File: src/rtl/pipeline_ctrl_pkg.sv
// Shared types and constants for the pipeline hazard / stall controller.
// Latency: n/a (declarations only).
// Backpressure: n/a.
package pipeline_ctrl_pkg;

    typedef enum logic [2:0] {
        ST_IDLE     = 3'd0,
        ST_RUN      = 3'd1,
        ST_MEM_WAIT = 3'd2,
        ST_DRAIN    = 3'd3,
        ST_HALT     = 3'd4
    } state_t;

    // Cycles spent flushing the pipe after run drops.
    localparam int DRAIN_CYCLES = 4;
    localparam int DRAIN_W      = 3;

    // Register x0 is hardwired to zero, so it never creates a real dependency.
    localparam logic [4:0] REG_ZERO = 5'd0;

    // Stage-register control bundle driven by the output decode.
    typedef struct packed {
        logic pc_en;
        logic if_id_en;
        logic id_ex_en;
        logic ex_mem_en;
        logic mem_wb_en;
        logic if_id_flush;
        logic id_ex_bubble;
    } stage_ctrl_t;

    // Everything frozen: idle, halted, or waiting on data memory.
    localparam stage_ctrl_t CTRL_HOLD  = '{1'b0, 1'b0, 1'b0, 1'b0, 1'b0, 1'b0, 1'b0};
    // Normal flow: every stage advances, nothing squashed.
    localparam stage_ctrl_t CTRL_FLOW  = '{1'b1, 1'b1, 1'b1, 1'b1, 1'b1, 1'b0, 1'b0};
    // Drain: stop fetching, inject NOPs, let older instructions retire.
    localparam stage_ctrl_t CTRL_DRAIN = '{1'b0, 1'b1, 1'b1, 1'b1, 1'b1, 1'b1, 1'b1};

endpackage

File: src/rtl/pipeline_ctrl_hazard_detect.sv
// Load-use hazard detector: flags an ID instruction reading the load in EX.
// Latency: purely combinational, same cycle.
// Backpressure: none; the controller decides whether the flag is acted on.
module pipe_hazard_detect
    import pipeline_ctrl_pkg::*;
(
    input  logic       ex_memread,
    input  logic [4:0] ex_rd,
    input  logic [4:0] id_rs1,
    input  logic [4:0] id_rs2,
    output logic       load_use
);

    // A load into x0 produces nothing to wait for, so it never stalls.
    assign load_use = ex_memread
                   && (ex_rd != REG_ZERO)
                   && ((ex_rd == id_rs1) || (ex_rd == id_rs2));

endmodule

File: src/rtl/pipeline_ctrl.sv
// Five-stage pipeline controller: run/drain/halt FSM, stall and flush decode, perf counters.
// Latency: stage enables/flush/bubble are combinational (same cycle); state, err, counters registered.
// Backpressure: a data-memory miss freezes every stage until dmem_ready or the wait timeout.
module pipeline_ctrl
    import pipeline_ctrl_pkg::*;
#(
    parameter int TIMEOUT = 255,
    parameter int CNT_W   = 16
)
(
    input  logic             clk,
    input  logic             arst_n,
    input  logic             run,
    input  logic [4:0]       id_rs1,
    input  logic [4:0]       id_rs2,
    input  logic [4:0]       ex_rd,
    input  logic             ex_memread,
    input  logic             branch_taken,
    input  logic             dmem_req,
    input  logic             dmem_ready,
    output logic             pc_en,
    output logic             if_id_en,
    output logic             id_ex_en,
    output logic             ex_mem_en,
    output logic             mem_wb_en,
    output logic             if_id_flush,
    output logic             id_ex_bubble,
    output logic             busy,
    output logic             err,
    output logic [CNT_W-1:0] stall_cnt,
    output logic [CNT_W-1:0] flush_cnt
);

    localparam int                WAIT_W    = $clog2(TIMEOUT + 1);
    // Last stalled cycle before giving up on the memory.
    localparam logic [WAIT_W-1:0] WAIT_LAST = WAIT_W'(TIMEOUT - 1);

    state_t              state;
    logic [WAIT_W-1:0]   wait_cnt;
    logic [DRAIN_W-1:0]  drain_cnt;
    stage_ctrl_t         ctrl;
    logic                load_use;
    logic                mem_stall;
    logic                flow_cycle;
    logic                branch_flush;

    pipe_hazard_detect u_hazard (
        .ex_memread (ex_memread),
        .ex_rd      (ex_rd),
        .id_rs1     (id_rs1),
        .id_rs2     (id_rs2),
        .load_use   (load_use)
    );

    assign mem_stall  = dmem_req && !dmem_ready;
    // Cycles where the pipe flows normally: RUN without a miss, or the
    // MEM_WAIT cycle in which the outstanding access completes.
    assign flow_cycle = ((state == ST_RUN) && !mem_stall)
                     || ((state == ST_MEM_WAIT) && dmem_ready);

    // Output decode: memory stall beats branch, branch beats load-use.
    always_comb begin
        ctrl         = CTRL_HOLD;
        branch_flush = 1'b0;
        if (flow_cycle) begin
            ctrl = CTRL_FLOW;
            if (branch_taken) begin
                ctrl.if_id_flush  = 1'b1;
                ctrl.id_ex_bubble = 1'b1;
                branch_flush      = 1'b1;
            end else if (load_use) begin
                ctrl.pc_en        = 1'b0;
                ctrl.if_id_en     = 1'b0;
                ctrl.id_ex_bubble = 1'b1;
            end
        end else if ((state == ST_DRAIN) && !mem_stall) begin
            ctrl = CTRL_DRAIN;
        end
    end

    assign pc_en        = ctrl.pc_en;
    assign if_id_en     = ctrl.if_id_en;
    assign id_ex_en     = ctrl.id_ex_en;
    assign ex_mem_en    = ctrl.ex_mem_en;
    assign mem_wb_en    = ctrl.mem_wb_en;
    assign if_id_flush  = ctrl.if_id_flush;
    assign id_ex_bubble = ctrl.id_ex_bubble;
    assign busy         = (state != ST_IDLE);

    // Controller FSM with its wait and drain counters and the sticky error flag.
    // In DRAIN the wait counter tracks consecutive stalled cycles and is
    // cleared by any cycle in which the memory is not stalling.
    always_ff @(posedge clk) begin
        if (!arst_n) begin
            state     <= ST_IDLE;
            err       <= 1'b0;
            wait_cnt  <= '0;
            drain_cnt <= '0;
        end else begin
            case (state)
                ST_IDLE: begin
                    if (run) begin
                        state <= ST_RUN;
                    end
                end
                ST_RUN: begin
                    if (mem_stall) begin
                        state    <= ST_MEM_WAIT;
                        wait_cnt <= '0;
                    end else if (!run) begin
                        state     <= ST_DRAIN;
                        drain_cnt <= DRAIN_W'(DRAIN_CYCLES);
                        wait_cnt  <= '0;
                    end
                end
                ST_MEM_WAIT: begin
                    if (dmem_ready) begin
                        state <= ST_RUN;
                    end else begin
                        wait_cnt <= wait_cnt + WAIT_W'(1);
                        if (wait_cnt == WAIT_LAST) begin
                            state <= ST_HALT;
                            err   <= 1'b1;
                        end
                    end
                end
                ST_DRAIN: begin
                    if (mem_stall) begin
                        wait_cnt <= wait_cnt + WAIT_W'(1);
                        if (wait_cnt == WAIT_LAST) begin
                            state <= ST_HALT;
                            err   <= 1'b1;
                        end
                    end else begin
                        wait_cnt  <= '0;
                        drain_cnt <= drain_cnt - DRAIN_W'(1);
                        if (drain_cnt == DRAIN_W'(1)) begin
                            state <= ST_IDLE;
                        end
                    end
                end
                ST_HALT: begin
                    state <= ST_HALT;
                end
                default: begin
                    state <= ST_IDLE;
                end
            endcase
        end
    end

    // Saturating performance counters: frozen-fetch cycles and branch flushes.
    always_ff @(posedge clk) begin
        if (!arst_n) begin
            stall_cnt <= '0;
            flush_cnt <= '0;
        end else begin
            if (busy && !pc_en && (state != ST_DRAIN) && (stall_cnt != '1)) begin
                stall_cnt <= stall_cnt + CNT_W'(1);
            end
            if (branch_flush && (flush_cnt != '1)) begin
                flush_cnt <= flush_cnt + CNT_W'(1);
            end
        end
    end

endmodule

File: config.mk
export PLATFORM = sky130hd
export DESIGN_NAME = pipeline_ctrl
export DESIGN_NICKNAME = d
export VERILOG_FILES = /design/src/rtl/pipeline_ctrl_pkg.sv /design/src/rtl/pipeline_ctrl_hazard_detect.sv /design/src/rtl/pipeline_ctrl.sv
export SDC_FILE = /design/constraint.sdc
export NUM_CORES = 1
export LEC_CHECK = 0
export ABC_AREA = 1
export BUFFER_PORTS_ARGS = -buffer_cell sky130_fd_sc_hd__buf_2
export CAP_MARGIN = 30
export CORE_MARGIN = 2
export CORE_UTILIZATION = 50
export DETAILED_ROUTE_END_ITERATION = 12
export PLACE_DENSITY = 0.85
export REMOVE_ABC_BUFFERS = 1
export SETUP_SLACK_MARGIN = 0.05
export SYNTH_ARGS = -nofsm -noshare
export SYNTH_HDL_FRONTEND = slang
export SYNTH_SLANG_ARGS = --single-unit
File: constraint.sdc
create_clock -name clk -period 4.2 [get_ports clk]
set_input_delay 0.63 -clock clk [delete_from_list [all_inputs] [get_ports clk]]
set_output_delay 0.63 -clock clk [all_outputs]
set_load 0.1 [all_outputs]
# Word-level counts from Yosys, hierarchy flattened
# Cells that the tools add are included.
[word_totals]
register_bits = 47
wordCells = 83
[classes]
n_reduce_logical = 25
eq_ne = 19
muxes = 29
add_sub_neg = 4
[op_table]
columns = ["op", "count"]
rows = [
  ["adder 16 x 1 -> 16 bit, second input constant", 2],
  ["two-way mux 8 bit", 4],
  ["!= test 16 bit, second input constant", 2],
  ["two-way mux 3 bit", 10],
  ["one-hot mux 8 bit (3 select lines)", 1],
  ["one-hot mux 3 bit (5 select lines)", 1],
  ["!= test 2 bit, second input constant", 6],
  ["== test 5 bit", 2],
  ["logical AND 1 bit", 10],
  ["AND reduction 3 bit", 3],
  ["adder 8 x 1 -> 8 bit, second input constant", 1],
  ["== test 8 bit, second input constant", 1],
  ["two-way mux 1 bit", 7],
  ["two-way mux 7 bit", 1],
  ["== test 3 x 1 -> 1 bit, second input constant", 2],
  ["== test 3 x 2 -> 1 bit, second input constant", 2],
  ["two-way mux 6 bit", 1],
  ["!= test 3 x 2 -> 1 bit, second input constant", 2],
  ["one-hot mux 3 bit (2 select lines)", 1],
  ["nonzero test 3 bit", 2],
  ["nonzero test 5 bit", 1],
  ["two-way mux 2 bit", 2],
  ["AND reduction 4 bit", 1],
  ["nonzero test 2 bit", 2],
  ["other kinds (7)", 10],
]

# Logic depth before layout (Yosys ltp)
[depth]
depth_word = 10
ltp_mapped = 13
depth_no_buf = 12

# Hierarchy
# From an unflattened synthesis, not the netlist that was laid out.
[hier_totals]
cells_unflattened = 485
area_unflattened_um2 = 3051.7
[modules_own_cells]
columns = ["mod", "instances", "area_each_um2", "seq_area_each_um2", "cells_per_inst"]
rows = [
  ["pipeline_ctrl", 1, 2856.5, 940.9, 440],
  ["pipe_hazard_detect", 1, 195.2, 0.0, 45],
]

# Least setup slack after synthesis
# No wires, ideal clock.
[synth_timing]
path_type = "input to output"
from = "input dmem_ready"
to = "output id_ex_bubble"
path_buffers = 0
path_stages = 7
arrival_ns = 2.389
path_slack_ns = 1.181
required_ns = 3.570
path_cell_list = "inv_1 > nand2_1 > inv_1 > nor2_2 > nor2_4 > nand2_1 > a31o_2"
[synth_between]
elab_chain_len = 6
[synth_rtl]
columns = ["element", "line_no", "source"]
rows = [
  ["start: declaration", "pipeline_ctrl.sv:20", "input logic dmem_ready,"],
  ["logical NOT 1 bit", "pipeline_ctrl.sv:55", "assign mem_stall = dmem_req && !dmem_ready;"],
  ["logical AND 1 bit", "pipeline_ctrl.sv:55", ""],
  ["logical NOT 1 bit", "pipeline_ctrl.sv:58, pipeline_ctrl.sv:76", ""],
  ["logical AND 1 bit, on equally long branches", "pipeline_ctrl.sv:76, pipeline_ctrl.sv:58", ""],
  ["two-way mux 6 bit / logical OR 1 bit (equally long branches)", "pipeline_ctrl.sv:76, pipeline_ctrl.sv:59", ""],
  ["two-way mux 7 bit *", "pipeline_ctrl.sv:65", "if (flow_cycle) begin"],
  ["end: declaration", "pipeline_ctrl.sv:27", "output logic id_ex_bubble,"],
]
# Mark *: on every way between the ends. The rest lies on a longest branch, timed or not.

# Worst setup path in the final report
[layout_timing]
from = "register state[1]"
to = "output if_id_en"
[layout_between]
elab_chain_len = 4
[layout_rtl]
columns = ["element", "line_no", "source"]
rows = [
  ["start: declaration", "pipeline_ctrl.sv:38", "state_t state;"],
  ["start signal: assignment", "pipeline_ctrl.sv:95", "state <= ST_IDLE;"],
  ["start signal: assignment", "pipeline_ctrl.sv:103", "state <= ST_RUN;"],
  ["start signal: assignment", "pipeline_ctrl.sv:108", "state <= ST_MEM_WAIT;"],
  ["== test 3 x 2 -> 1 bit (tied with other cells)", "pipeline_ctrl.sv:76", "end else if ((state == ST_DRAIN) && !mem_stall) begin"],
  ["logical AND 1 bit, on equally long branches", "pipeline_ctrl.sv:76, pipeline_ctrl.sv:58, pipeline_ctrl.sv:59", ""],
  ["two-way mux 6 bit / logical OR 1 bit (equally long branches)", "pipeline_ctrl.sv:76, pipeline_ctrl.sv:59", ""],
  ["two-way mux 7 bit *", "pipeline_ctrl.sv:65", ""],
  ["end: declaration", "pipeline_ctrl.sv:22", "output logic if_id_en,"],
]
# Marked as above.

==> impl_metrics.prom <==
# TYPE chip_impl_metric gauge
chip_impl_metric{name="vias_in_the_first_global_route",unit=""} 2959
chip_impl_metric{name="clock_tree.htree_level_count",unit=""} 2
chip_impl_metric{name="final.hold.worst_slack",unit="ns"} 0.462
chip_impl_metric{name="vdd.ir_drop.worst",unit="mV"} 0.279
chip_impl_metric{name="starting_utilization_of_the_core_area",unit="%"} 51.9
chip_impl_metric{name="post_cts_resized",unit=""} 0
chip_impl_info{name="crit_chain",value="inv_2 -> nor2_4 -> nand2_2 -> nor2_4 -> nor2_4 -> inv_2 -> nand2_2 -> nand2_1 -> buf_2"} 1
chip_impl_info{name="most_common_library_cell_in_the_layout_ignoring_fill_and_taps",value="sky130_fd_sc_hd__nand2_1"} 1
chip_impl_metric{name="insertedDiodeCount",unit=""} 0
chip_impl_metric{name="cts_buffers",unit=""} 5
chip_impl_info{name="start_kind",value="flip-flop"} 1
chip_impl_metric{name="mappedNetlistArea",unit="um^2"} 3070
chip_impl_metric{name="slew_at_the_pin_closest_to_its_max_slew_limit",unit="ns"} 0.807
chip_impl_info{name="ctsRootBufferMaster",value="sky130_fd_sc_hd__clkbuf_8"} 1
chip_impl_metric{name="timing.fmax",unit="MHz"} 360
chip_impl_metric{name="worstPathMaxFanout",unit=""} 31
chip_impl_metric{name="finalSetupViolations",unit=""} 0
chip_impl_metric{name="number_of_port_buffers",unit=""} 62
chip_impl_info{name="final_cell_mix",value="sky130_fd_sc_hd__nand2_1, sky130_fd_sc_hd__inv_1, sky130_fd_sc_hd__nor2_1"} 1
chip_impl_metric{name="synth_seq_cells",unit=""} 47
chip_impl_metric{name="cp_num_buf_inv",unit=""} 3
chip_impl_metric{name="critical_path_arrival",unit="ns"} 2.15
chip_impl_metric{name="finClkSkew",unit="ns"} 0.0117
chip_impl_metric{name="syn_inst",unit=""} 493
chip_impl_metric{name="io-pin-count",unit=""} 63
chip_impl_metric{name="number_of_nets_with_antenna_violations_after_routing",unit=""} 0
chip_impl_metric{name="vias",unit=""} 3141
chip_impl_metric{name="drt-initial-drc-count",unit=""} 105
chip_impl_info{name="worst_hold_check_path_type",value="flip-flop to flip-flop"} 1
chip_impl_metric{name="grt_max_degree",unit=""} 32
chip_impl_metric{name="wire_length_of_the_first_global_routing_pass",unit="um"} 12000
chip_impl_info{name="setup_repair_after_global_routing_missed_its_margin",value="no"} 1
chip_impl_metric{name="p_leak",unit="nW"} 1.71
chip_impl_metric{name="placement_rows",unit=""} 28
chip_impl_metric{name="dp.final_hpwl",unit="um"} 5150
chip_impl_info{name="path_class",value="flip-flop to output port"} 1
chip_impl_metric{name="grtUsageTotal",unit="%"} 22.1
chip_impl_metric{name="critical_path.max_stage_delay",unit="ns"} 0.44
chip_impl_metric{name="areaGrowthSynthToFinish",unit="%"} 14.5
chip_impl_info{name="category_of_cells_accounting_for_the_largest_share_of_critical_path_delay",value="simple AND/OR/NAND/NOR gates"} 1
chip_impl_metric{name="post_drt_wl_per_cell",unit="um"} 11.0
chip_impl_metric{name="yosysWarningCount",unit=""} 0
chip_impl_metric{name="timing.final.hold_violations",unit=""} 0
chip_impl_metric{name="numClockSinks",unit=""} 47
chip_impl_metric{name="drive_above_1_share",unit="%"} 17.6
chip_impl_metric{name="synth.top_cell.area_share",unit="%"} 30.6
chip_impl_metric{name="synth.avg_cell_area",unit="um^2"} 6.23
chip_impl_metric{name="overflow",unit=""} 0
chip_impl_metric{name="gpl.final_weighted_congestion",unit=""} 0.893
chip_impl_metric{name="number_of_design_rule_violations_left_after_detail_routing",unit=""} 0
chip_impl_metric{name="totalWireLength",unit="um"} 6880
chip_impl_metric{name="cts_setup_buffers",unit=""} 0
chip_impl_metric{name="ctsLongestPathBuffers",unit=""} 2
chip_impl_info{name="critPathMostFrequentCell",value="sky130_fd_sc_hd__nor2_4"} 1
chip_impl_metric{name="cts_stage_hold_buffer_count",unit=""} 0
chip_impl_metric{name="synth.lib_cells_used.distinct",unit=""} 37
chip_impl_info{name="end_kind",value="output port"} 1
chip_impl_metric{name="clk_transition_reported_paths",unit="ns"} 0.09
chip_impl_metric{name="dr.pass1.iters",unit=""} 4
chip_impl_info{name="synth_area_leaders",value="sky130_fd_sc_hd__dfxtp_1, sky130_fd_sc_hd__nand2_1, sky130_fd_sc_hd__inv_1, sky130_fd_sc_hd__nor2_1, sky130_fd_sc_hd__nand3_1"} 1
chip_impl_metric{name="finalPower",unit="mW"} 1.44
chip_impl_metric{name="finalWorstPathRequiredPeriod",unit="ns"} 2.78
chip_impl_info{name="synth_top_cell_by_area",value="sky130_fd_sc_hd__dfxtp_1"} 1
chip_impl_metric{name="relSlewSlack",unit="%"} 46.1
chip_impl_metric{name="clock_latency",unit="ns"} 0.30
chip_impl_metric{name="postLayoutCoreUtil",unit="%"} 59.4
chip_impl_metric{name="nNetsFinal",unit=""} 577
chip_impl_info{name="clock_tree_from_tritoncts",value="yes"} 1
chip_impl_metric{name="dieWidth",unit="um"} 82.4
chip_impl_info{name="run_status",value="finished, final reports clean"} 1
chip_impl_metric{name="total_power_density_per_cell_area",unit="nW/um^2"} 410
chip_impl_metric{name="drv_cap",unit=""} 0
chip_impl_metric{name="die_h",unit="um"} 82.4
chip_impl_metric{name="die_area",unit="um^2"} 6780
chip_impl_metric{name="viasPerCell",unit=""} 5.03
chip_impl_metric{name="number_of_antenna_violations_at_the_first_check_in_global_routing",unit=""} 0
chip_impl_metric{name="min_period_over_period",unit="%"} 66.1
chip_impl_info{name="critical_path.slowest_cell",value="sky130_fd_sc_hd__buf_2"} 1
chip_impl_metric{name="worst_ep_required_time",unit="ns"} 3.57
chip_impl_metric{name="timing.final.max_slew_violations",unit=""} 0
chip_impl_metric{name="core_area",unit="um^2"} 5920
chip_impl_metric{name="layout.filler_cells",unit=""} 552
chip_impl_metric{name="timing.setup.tns",unit="ns"} 0
chip_impl_metric{name="ys_seq_area_share",unit="%"} 30.6
[routing by layer]
| layer | share of wire (%) | up-vias | GRT usage (%) |
|---|---|---|---|
| met1 | 46 | 1406 | 27.0 |
| met3 | 4.5 | 5 | 4.13 |
| met4 | 0.65 | 0 | 6.33 |
| met5 | 0 | - | 0 |
| met2 | 49 | 67 | 39.3 |
| li1 | - | 1663 | - |
[synth_stat cells]
library cell / number
sky130_fd_sc_hd__nand2_1: 114
sky130_fd_sc_hd__inv_1: 95
sky130_fd_sc_hd__nor2_1: 64
sky130_fd_sc_hd__dfxtp_1: 47
sky130_fd_sc_hd__nand3_1: 33
sky130_fd_sc_hd__nand4_1: 26
sky130_fd_sc_hd__a21oi_1: 21
sky130_fd_sc_hd__nor3_1: 14
sky130_fd_sc_hd__o21ai_0: 12
sky130_fd_sc_hd__ha_1: 6
sky130_fd_sc_hd__xor2_1: 6
sky130_fd_sc_hd__nor2_4: 5
sky130_fd_sc_hd__buf_4: 4
sky130_fd_sc_hd__clkbuf_1: 4
sky130_fd_sc_hd__nor3_2: 4
sky130_fd_sc_hd__xnor2_1: 4
sky130_fd_sc_hd__buf_2: 3
sky130_fd_sc_hd__inv_2: 3
sky130_fd_sc_hd__nand2_2: 3
sky130_fd_sc_hd__nor2_2: 3
sky130_fd_sc_hd__o21ai_1: 3
sky130_fd_sc_hd__a211oi_1: 2
sky130_fd_sc_hd__nand3_2: 2
sky130_fd_sc_hd__or2_2: 2
sky130_fd_sc_hd__a31o_2: 1
sky130_fd_sc_hd__a31oi_1: 1
sky130_fd_sc_hd__buf_1: 1
sky130_fd_sc_hd__buf_6: 1
sky130_fd_sc_hd__inv_4: 1
sky130_fd_sc_hd__nand3b_1: 1
sky130_fd_sc_hd__nand4_2: 1
sky130_fd_sc_hd__nor3b_1: 1
sky130_fd_sc_hd__nor4_1: 1
sky130_fd_sc_hd__o2111ai_1: 1
sky130_fd_sc_hd__o21ai_2: 1
sky130_fd_sc_hd__o21ai_4: 1
sky130_fd_sc_hd__o21bai_1: 1
[where the power goes]
part / total (mW) / switching, mW / leakage (nW) / internal, mW
sequential: 0.508 / 0.0330 / 0.380 / 0.475
clock: 0.348 / 0.155 / 0.0612 / 0.193
combinational: 0.586 / 0.472 / 1.27 / 0.114
[worst reg2reg max path: stages (launching register included)]
cell	delay, ns
sky130_fd_sc_hd__dfxtp_1	0.38
sky130_fd_sc_hd__ha_1	0.18
sky130_fd_sc_hd__nand2_1	0.07
sky130_fd_sc_hd__inv_1	0.09
sky130_fd_sc_hd__nand4_1	0.21
sky130_fd_sc_hd__o21ai_4	0.53
sky130_fd_sc_hd__inv_4	0.14
sky130_fd_sc_hd__nand2_1	0.11
sky130_fd_sc_hd__o21ai_0	0.07
sky130_fd_sc_hd__a21oi_1	0.14
[per-stage QoR]
step	instance area, um^2	setup slack (ns)	cells
3_3_place_gp	3400	1.49	617
6_report	3520	1.42	625
5_1_grt	3520	1.21	625
4_1_cts	3520	1.43	625
3_5_place_dp	3400	1.44	617
2_1_floorplan	3000	-0.204	480
[flip-flops by register name, indices dropped and copies added (netlist names)]
signal,flops
stall_cnt,16
state,3
flush_cnt,16
err,1
wait_cnt,8
drain_cnt,3
[layout make-up]
class | instances | area, um^2 | share of cell area (%)
multi-input cells | 334 | 1680 | 47.8
flip-flops and latches | 47 | 941 | 26.8
inverters | 99 | 374 | 10.6
repair buffers | 62 | 310 | 8.82
well taps | 75 | 93.8 | 2.67
clock buffers | 6 | 82.6 | 2.35
clock inverters | 2 | 35.0 | 0.996
[cells by family after synthesis]
kind of cell,count (synthesis),share of synthesized area (%)
xor+xnor,10,2.85
simple gates,274,41.2
compound gates,44,8.19
buf+inv,112,14.6
fa+ha+maj,6,2.44
flops,47,30.6
[worst paths after layout]
| path | start | end | slack (ns) | cells past startpoint |
|---|---|---|---|---|
| max | state[1] | if_id_en | 1.42 | 9 |
| min | flush_cnt[4] | flush_cnt[4] | 0.46 | 2 |
| max reg2reg | flush_cnt[1] | flush_cnt[4] | 2.22 | 9 |
| min reg2reg | flush_cnt[4] | flush_cnt[4] | 0.46 | 2 |
Power figures use the tool's default switching activity.
